File: src/rtl/key_load_ctrl_pkg.sv
// Shared types and defaults for the key load sequencer.
// Latency: n/a (declarations only).
// Backpressure: n/a.
package key_load_ctrl_pkg;

    // IDLE/SHIFT accept key bits, APPLY holds the core in reset while sk settles,
    // RUN releases the core, LOCKOUT is terminal until reset.
    typedef enum logic [2:0] {
        ST_IDLE    = 3'd0,
        ST_SHIFT   = 3'd1,
        ST_APPLY   = 3'd2,
        ST_RUN     = 3'd3,
        ST_LOCKOUT = 3'd4
    } state_t;

    localparam int KEY_W_DEF         = 4;
    localparam int SETTLE_CYCLES_DEF = 2;
    localparam int MAX_FAILS_DEF     = 3;

    // Width of a counter that must hold values 0..max_val inclusive.
    function automatic int cnt_width(input int max_val);
        return (max_val < 1) ? 1 : $clog2(max_val + 1);
    endfunction

endpackage

File: src/rtl/key_load_ctrl_if.sv
// Bundle of the key-load handshake and the locked-core control outputs.
// Latency: n/a (wiring only).
// Backpressure: key_bit_ready qualifies key_bit_valid; everything else is level/pulse.
// Ports: master = key source / user side, slave = key_load_ctrl.
interface key_load_ctrl_if
    import key_load_ctrl_pkg::*;
#(
    parameter int KEY_W = KEY_W_DEF,
    parameter int FC_W  = cnt_width(MAX_FAILS_DEF)
);
    logic             key_bit_valid;
    logic             key_bit;
    logic             key_bit_ready;
    logic             key_commit;
    logic             key_clear;
    logic             run_req;
    logic [KEY_W-1:0] sk;
    logic             core_reset;
    logic             core_enable;
    logic             key_loaded;
    logic             lockout;
    logic [FC_W-1:0]  fail_cnt;

    modport master (
        output key_bit_valid, key_bit, key_commit, key_clear, run_req,
        input  key_bit_ready, sk, core_reset, core_enable, key_loaded, lockout, fail_cnt
    );

    modport slave (
        input  key_bit_valid, key_bit, key_commit, key_clear, run_req,
        output key_bit_ready, sk, core_reset, core_enable, key_loaded, lockout, fail_cnt
    );
endinterface

File: src/rtl/key_load_ctrl_shift_reg.sv
// Serial LSB-first key capture with a saturating bit counter.
// Latency: bit visible in the register one cycle after i_shift; o_nxt_* show it same cycle.
// Backpressure: o_full stops further shifts; extra strobes while full are dropped.
// Ports: i_clk/i_rst, i_shift (accepted bit strobe), i_bit, i_clear (wins over i_shift),
//        o_full, o_nxt_dat/o_nxt_cnt (register contents including this cycle's bit).
module key_shift_reg
    import key_load_ctrl_pkg::*;
#(
    parameter int KEY_W = KEY_W_DEF,
    parameter int CNT_W = cnt_width(KEY_W)
) (
    input  logic             i_clk,
    input  logic             i_rst,
    input  logic             i_shift,
    input  logic             i_bit,
    input  logic             i_clear,
    output logic             o_full,
    output logic [KEY_W-1:0] o_nxt_dat,
    output logic [CNT_W-1:0] o_nxt_cnt
);

    logic [KEY_W-1:0] r_dat;
    logic [CNT_W-1:0] r_cnt;
    logic             w_full;
    logic [KEY_W-1:0] w_nxt_dat;
    logic [CNT_W-1:0] w_nxt_cnt;

    assign w_full = (r_cnt == CNT_W'(KEY_W));

    // Next contents are exported so a commit in the same cycle as the last bit
    // still sees the complete key.
    always_comb begin
        w_nxt_dat = r_dat;
        w_nxt_cnt = r_cnt;
        if (i_shift && !w_full) begin
            for (int i = 0; i < KEY_W; i++) begin
                if (r_cnt == CNT_W'(i)) begin
                    w_nxt_dat[i] = i_bit;
                end
            end
            w_nxt_cnt = r_cnt + CNT_W'(1);
        end
    end

    always_ff @(posedge i_clk or posedge i_rst) begin
        if (i_rst) begin
            r_dat <= '0;
            r_cnt <= '0;
        end else if (i_clear) begin
            r_dat <= '0;
            r_cnt <= '0;
        end else begin
            r_dat <= w_nxt_dat;
            r_cnt <= w_nxt_cnt;
        end
    end

    assign o_full    = w_full;
    assign o_nxt_dat = w_nxt_dat;
    assign o_nxt_cnt = w_nxt_cnt;

endmodule

File: src/rtl/key_load_ctrl.sv
// Key load sequencer: serial key in, settle window, core reset release, fail lockout.
// Latency: sk one cycle after a good commit; core_reset drops SETTLE_CYCLES later.
// Backpressure: key_bit_ready high only in IDLE/SHIFT with room; from registers only.
// Ports: i_clk, i_rst (async, active-high), bus (slave side of key_load_ctrl_if).
module key_load_ctrl
    import key_load_ctrl_pkg::*;
#(
    parameter int KEY_W         = KEY_W_DEF,
    parameter int SETTLE_CYCLES = SETTLE_CYCLES_DEF,
    parameter int MAX_FAILS     = MAX_FAILS_DEF
) (
    input  logic            i_clk,
    input  logic            i_rst,
    key_load_ctrl_if.slave  bus
);

    localparam int CNT_W = cnt_width(KEY_W);
    localparam int FC_W  = cnt_width(MAX_FAILS);
    localparam int SW    = cnt_width(SETTLE_CYCLES);

    state_t           r_state;
    logic [KEY_W-1:0] r_sk;
    logic             r_core_reset;
    logic             r_core_enable;
    logic             r_key_loaded;
    logic             r_lockout;
    logic [FC_W-1:0]  r_fail_cnt;
    logic [SW-1:0]    r_settle;

    logic             w_load;
    logic             w_ready;
    logic             w_accept;
    logic             w_sr_clear;
    logic             w_full;
    logic             w_good;
    logic [KEY_W-1:0] w_nxt_dat;
    logic [CNT_W-1:0] w_nxt_cnt;
    logic [FC_W-1:0]  w_fail_nxt;

    assign w_load  = (r_state == ST_IDLE) || (r_state == ST_SHIFT);
    assign w_ready = w_load && !w_full;
    // A bit offered alongside key_clear is dropped: the clear wins.
    assign w_accept   = bus.key_bit_valid && w_ready && !bus.key_clear;
    // Commit always empties the capture register so no partial or stale key lingers.
    assign w_sr_clear = w_load && (bus.key_clear || bus.key_commit);
    assign w_good     = (w_nxt_cnt == CNT_W'(KEY_W));
    assign w_fail_nxt = r_fail_cnt + FC_W'(1);

    key_shift_reg #(
        .KEY_W (KEY_W),
        .CNT_W (CNT_W)
    ) u_shift (
        .i_clk     (i_clk),
        .i_rst     (i_rst),
        .i_shift   (w_accept),
        .i_bit     (bus.key_bit),
        .i_clear   (w_sr_clear),
        .o_full    (w_full),
        .o_nxt_dat (w_nxt_dat),
        .o_nxt_cnt (w_nxt_cnt)
    );

    always_ff @(posedge i_clk or posedge i_rst) begin
        if (i_rst) begin
            r_state       <= ST_IDLE;
            r_sk          <= '0;
            r_core_reset  <= 1'b1;
            r_core_enable <= 1'b0;
            r_key_loaded  <= 1'b0;
            r_lockout     <= 1'b0;
            r_fail_cnt    <= '0;
            r_settle      <= '0;
        end else if ((r_state != ST_LOCKOUT) && bus.key_clear) begin
            r_state       <= ST_IDLE;
            r_sk          <= '0;
            r_core_reset  <= 1'b1;
            r_core_enable <= 1'b0;
            r_key_loaded  <= 1'b0;
            r_settle      <= '0;
        end else begin
            case (r_state)
                ST_IDLE, ST_SHIFT: begin
                    if (bus.key_commit) begin
                        if (w_good) begin
                            r_state    <= ST_APPLY;
                            r_sk       <= w_nxt_dat;
                            r_fail_cnt <= '0;
                            r_settle   <= '0;
                        end else begin
                            r_fail_cnt <= w_fail_nxt;
                            if (w_fail_nxt == FC_W'(MAX_FAILS)) begin
                                r_state   <= ST_LOCKOUT;
                                r_lockout <= 1'b1;
                            end else begin
                                r_state <= ST_IDLE;
                            end
                        end
                    end else if (w_accept) begin
                        r_state <= ST_SHIFT;
                    end
                end
                ST_APPLY: begin
                    // sk has been stable for r_settle+1 cycles at this point.
                    if (r_settle == SW'(SETTLE_CYCLES - 1)) begin
                        r_state      <= ST_RUN;
                        r_core_reset <= 1'b0;
                        r_key_loaded <= 1'b1;
                    end else begin
                        r_settle <= r_settle + SW'(1);
                    end
                end
                ST_RUN: begin
                    r_core_enable <= bus.run_req;
                end
                ST_LOCKOUT: begin
                    r_state <= ST_LOCKOUT;
                end
                default: begin
                    r_state <= ST_IDLE;
                end
            endcase
        end
    end

    assign bus.key_bit_ready = w_ready;
    assign bus.sk            = r_sk;
    assign bus.core_reset    = r_core_reset;
    assign bus.core_enable   = r_core_enable;
    assign bus.key_loaded    = r_key_loaded;
    assign bus.lockout       = r_lockout;
    assign bus.fail_cnt      = r_fail_cnt;

endmodule

File: src/flat_wrapper.sv
// flat-port wrapper written by rule: the top's interface ports become plain ports
module key_load_ctrl_flat import key_load_ctrl_pkg::*;
#(
    parameter int KEY_W         = KEY_W_DEF,
    parameter int SETTLE_CYCLES = SETTLE_CYCLES_DEF,
    parameter int MAX_FAILS     = MAX_FAILS_DEF
)
  (i_clk, i_rst, bus_key_bit_valid, bus_key_bit, bus_key_commit, bus_key_clear, bus_run_req, bus_key_bit_ready, bus_sk, bus_core_reset, bus_core_enable, bus_key_loaded, bus_lockout, bus_fail_cnt);
  key_load_ctrl_if #(.KEY_W(KEY_W), .FC_W((2))) bus_i ();
  input  logic i_clk;
  input  logic i_rst;
  input wire logic [$bits(bus_i.key_bit_valid)-1:0] bus_key_bit_valid;
  input wire logic [$bits(bus_i.key_bit)-1:0] bus_key_bit;
  input wire logic [$bits(bus_i.key_commit)-1:0] bus_key_commit;
  input wire logic [$bits(bus_i.key_clear)-1:0] bus_key_clear;
  input wire logic [$bits(bus_i.run_req)-1:0] bus_run_req;
  output wire logic [$bits(bus_i.key_bit_ready)-1:0] bus_key_bit_ready;
  output wire logic [$bits(bus_i.sk)-1:0] bus_sk;
  output wire logic [$bits(bus_i.core_reset)-1:0] bus_core_reset;
  output wire logic [$bits(bus_i.core_enable)-1:0] bus_core_enable;
  output wire logic [$bits(bus_i.key_loaded)-1:0] bus_key_loaded;
  output wire logic [$bits(bus_i.lockout)-1:0] bus_lockout;
  output wire logic [$bits(bus_i.fail_cnt)-1:0] bus_fail_cnt;
  assign bus_i.key_bit_valid = bus_key_bit_valid;
  assign bus_i.key_bit = bus_key_bit;
  assign bus_i.key_commit = bus_key_commit;
  assign bus_i.key_clear = bus_key_clear;
  assign bus_i.run_req = bus_run_req;
  assign bus_key_bit_ready = bus_i.key_bit_ready;
  assign bus_sk = bus_i.sk;
  assign bus_core_reset = bus_i.core_reset;
  assign bus_core_enable = bus_i.core_enable;
  assign bus_key_loaded = bus_i.key_loaded;
  assign bus_lockout = bus_i.lockout;
  assign bus_fail_cnt = bus_i.fail_cnt;
  key_load_ctrl #(.KEY_W(KEY_W), .SETTLE_CYCLES(SETTLE_CYCLES), .MAX_FAILS(MAX_FAILS)) u_core (.i_clk(i_clk), .i_rst(i_rst), .bus(bus_i));
endmodule
File: config.mk
export PLATFORM = sky130hd
export DESIGN_NAME = key_load_ctrl_flat
export DESIGN_NICKNAME = d
export VERILOG_FILES = /design/src/rtl/key_load_ctrl_pkg.sv /design/src/rtl/key_load_ctrl_if.sv /design/src/rtl/key_load_ctrl_shift_reg.sv /design/src/rtl/key_load_ctrl.sv /design/src/flat_wrapper.sv
export SDC_FILE = /design/constraint.sdc
export NUM_CORES = 1
export LEC_CHECK = 0
export CAP_MARGIN = 20
export CORE_ASPECT_RATIO = 1.75
export CORE_UTILIZATION = 50
export DETAILED_ROUTE_END_ITERATION = 8
export PLACE_DENSITY = 0.82
export SETUP_SLACK_MARGIN = 0.1
export SYNTH_ARGS = -nofsm -noshare
export SYNTH_HDL_FRONTEND = slang
export SYNTH_SLANG_ARGS = --single-unit
File: constraint.sdc
create_clock -name i_clk -period 5.6 [get_ports i_clk]
set_input_delay 1.4 -clock i_clk [delete_from_list [all_inputs] [get_ports i_clk]]
set_output_delay 1.4 -clock i_clk [all_outputs]
set_load 0.05 [all_outputs]
==> summary.md <==
| Metric | Value |
|---|---|
| H-tree depth | 1 |
| Mux share of post-synthesis cell area | 0.0402 |
| Switching part of the total | 0.398 |
| Synth Area in Compound Gates | 0.203 |
| Hold buffer count at CTS | 0 |
| Area after DPL | 0.00144 mm^2 |
| Critical Path Source Type | register |
| Final Cell Area | 0.00151 mm^2 |
| Cell Chain, Critical Path | inv_1 > ha_1 > a211o_4 > inv_1 > clkdlybuf4s50_1 |
| Crit Path Max Fanout | 6 |
| CTS root buffer | clkbuf_8 |
| Max Root-Sink Buffers | 2 |
| Syn nets | 145 |
| Clock share of power | 0.234 |
| DP HPWL | 2.17 mm |
| Combinational power share | 0.421 |
| Clock transition at the registers of the reported paths | 0.08 ns |
| Final setup violation count | 0 |
| Max VDD drop | 0.269 mV |
| Avg WL per Cell | 16.5 um |
| Inserted Clock Buffers | 3 |
| Hold WC Path Type | reg2reg |
| Outcome | complete, no violations |
| Largest net degree at the start of global routing | 23 |
| # Post-CTS Setup Buffers | 0 |
| YS warnings | 0 |
| Setup Skew | 0.00746 ns |
| Largest family of logic cells by synthesized area | compound AO/OA/AOI/OAI gates |
| Core Box Area | 0.00236 mm^2 |
| R2r setup slk | 3.26 ns |
| Slowest stage delay, CP | 0.81 ns |
| GP Congestion | 0.834 |
| CP max stage cell | clkdlybuf4s50_1 |
| Total of max-cap violations | 0 |
| Slew @ Worst Pin | 0.849 ns |
| FF-to-FF path depth | 6 |
| Synthesized area | 0.00127 mm^2 |
| Post-Synth Adder-Cell Area | 0.0687 |
| Antenna violations before repair | 0 |
| Post-DR vias/cell | 5.90 |
| Worst skew pair latency | 0.27 ns |
| Syn_area_per_cell | 9.73 um^2 |
| Via count | 1021 |
| Fin crit period | 3.72 ns |
| Final ANT Viol Nets | 0 |
| P_int | 382 uW |
| Arrival time at the worst endpoint | 2.32 ns |
| First-pass DRT Iterations | 3 |
| Register area share after synthesis | 0.433 |
| Placed cells | 169 |
| Count of cell types in the netlist | 37 |
| Most frequent CP cell | inv_1 |
| Global Route Usage Sum | 0.257 |
| Number of port buffers | 17 |
| P_sw | 253 uW |
| Setup TNS | 0 ns |
| Vias in the first global route | 1055 |
| Reg-to-Reg Start | u_core.u_shift.r_cnt[0] |
| RSZ-0062 raised after global routing | no |
| Fill cell count | 200 |
| FF-to-FF End | u_core.bus.sk[3] |
| Pins Over Slew Limit | 0 |
| ANT cells | 0 |
| Seq pwr share | 0.345 |
| First-pass GRT wire length | 4.80 mm |
| Endpoints failing hold | 0 |
| Hold path cells | 2 |
| Total gr overflow | 0 |
| Simple-gate portion of the synthesized area | 0.189 |
| CTS resizes | 0 |
| CTS tree | yes |
| Fmax achieved | 0.269 GHz |
| # IOs | 18 |
| #FFs+latches synth | 22 |
| Delay-heaviest family, CP | buffers and inverters |
| Remaining DRCs | 0 |
| Layout cells sized above 1 | 0.108 |
| WP data required | 4.20 ns |
| Layout Cells excl Fill | 173 |
| Synth-to-Final Area Change | 18.7% |
| Worst setup EP type | output port |
| Mapped Cells | 131 |
| Initial cell density of the core | 0.540 |
| Total wire length | 2.85 mm |
| Row count | 23 |
| XOR/XNOR Fraction of Synth Area | 0.00687 |
| Hold path startpoint | u_core.bus.core_reset |
| Chip width | 40.2 um |
| Die Y | 68.8 um |
| Fin nets | 163 |
| Leakage power | 0.675 nW |
| End of the worst hold path | u_core.bus.core_reset |
| Die ar. | 0.00276 mm^2 |
| Power Density | 419 mW/mm^2 |
| Worst slew margin | 0.433 |
| DR iter-0 viols | 23 |
| WP buf/inv | 3 |
| Period utilisation layout | 0.664 |
| Crit Path Class | reg2out |
| Clk sink count | 22 |
synthesized netlist by cell type (all sizes together):
library cell  instances  share of area
dfrtp                21           0.41
nor2                 14          0.041
inv                  11          0.032
a21oi                10          0.039
o21ai                 9          0.035
ha                    7          0.069
a211oi                6          0.035
nor3                  6          0.024
nand3                 5          0.020
mux2i                 4          0.031
o21a                  4          0.024
buf                   3          0.024
nor2b                 3          0.015
a211o                 2          0.021
a31o                  2          0.014
and3                  2         0.0098
nand2                 2         0.0059
nand4                 2         0.0098
nor3b                 2          0.012
or2b                  2          0.013
or3b                  2          0.016
a2111oi               1         0.0069
a21o                  1         0.0059
and2                  1         0.0059
clkbuf                1         0.0029
dfstp                 1          0.021
mux2                  1         0.0088
nor4                  1         0.0098
o2111a                1         0.0088
o22a                  1         0.0079
o31ai                 1         0.0059
or3                   1         0.0088
xnor2                 1         0.0069
cell usage in the layout, fill, tap and decap left out, types with 2 or more instances in the layout:
| master | n |
|---|---|
| a211oi_1 | 6 |
| a21oi_1 | 10 |
| a31o_2 | 2 |
| and3_1 | 2 |
| clkbuf_8 | 3 |
| clkdlybuf4s50_1 | 17 |
| dfrtp_1 | 21 |
| ha_1 | 7 |
| inv_1 | 11 |
| mux2i_1 | 4 |
| nand2_1 | 2 |
| nand3_1 | 5 |
| nand4_1 | 2 |
| nor2_1 | 14 |
| nor2b_1 | 3 |
| nor3_1 | 6 |
| nor3b_1 | 2 |
| o21a_1 | 4 |
| o21ai_0 | 9 |
sequential cells by signal, indices dropped and copies added (netlist names):
register                cells
u_core.bus.sk               4
u_core.u_shift.r_dat        4
u_core.r_state              3
u_core.u_shift.r_cnt        3
u_core.bus.fail_cnt         2
u_core.r_settle             2
u_core.bus.core_enable      1
u_core.bus.core_reset       1
u_core.bus.key_loaded       1
u_core.bus.lockout          1
per-stage QoR:
| stage | util | hold slack [ns] | worst slack, ns | total power [mW] |
|---|---|---|---|---|
| final | 0.642 | 0.479 | 1.88 | 0.634 |
| after global routing | 0.642 | 0.504 | 1.76 | 0.671 |
| after CTS | 0.642 | 0.480 | 1.86 | 0.639 |
| after detailed placement | 0.611 | 0.467 | 1.93 | 0.488 |
| after global placement | 0.611 | 0.459 | 2.03 | 0.478 |
| after floorplan | - | 0.459 | 2.81 | 0.414 |
power by group through the flow:
stage / Clock, mW / Combinational, mW / Sequential [mW]
after floorplan: 0 / 0.150 / 0.264
after global placement: 0 / 0.258 / 0.220
after detailed placement: 0 / 0.267 / 0.221
after CTS: 0.152 / 0.268 / 0.218
after global routing: 0.158 / 0.290 / 0.223
final: 0.149 / 0.267 / 0.219
kinds of logic (layout without fill, tap and decap cells):
| kind of cell | count (synthesis) | in the layout |
|---|---|---|
| AO/OA/AOI/OAI | 38 | 38 |
| adder cells (fa/ha/maj) | 7 | 7 |
| multiplexers | 5 | 5 |
| XOR/XNOR | 1 | 1 |
| AND/OR/NAND/NOR | 43 | 43 |
| buffers and inverters | 15 | 32 |
| flip-flops | 22 | 22 |
worst reg2reg max path: stages, from the launching register on:
cell	delay, ns
dfrtp_1	0.45
ha_1	0.24
ha_1	0.29
or3b_4	0.39
or3_4	0.35
a21oi_1	0.35
a211oi_1	0.14
how the worst max path moves through the flow:
stage | startpoint | end | slack, ns | cells past startpoint
final | u_core.u_shift.r_cnt[0] | bus_key_bit_ready | 1.88 | 5
after CTS | u_core.u_shift.r_cnt[0] | bus_key_bit_ready | 1.86 | 5
after global routing | u_core.u_shift.r_cnt[0] | bus_key_bit_ready | 1.76 | 5
after global placement | bus_key_clear | u_core.bus.sk[1] | 2.03 | 5
after floorplan | u_core.u_shift.r_cnt[0] | bus_key_bit_ready | 2.81 | 4
after detailed placement | bus_key_clear | u_core.bus.sk[1] | 1.93 | 5
per-layer routing:
metal | global-route usage | up-vias | part of all wire
li1 | - | 501 | -
met1 | 0.284 | 502 | 0.39
met2 | 0.468 | 14 | 0.57
met3 | 0.0417 | 4 | 0.023
met4 | 0.0875 | 0 | 0.015
met5 | 0 | - | 0
layout make-up:
type	count	area, um^2	area share
Clock buffer	3	41.3	0.0273
Clock inverter	1	30.0	0.0198
Inverter	11	41.3	0.0273
Multi-Input combinational cell	94	648	0.428
Sequential cell	22	552	0.364
Tap cell	25	31.3	0.0207
Timing Repair Buffer	17	170	0.112
No activity file was read; power rests on OpenSTA's default activity.
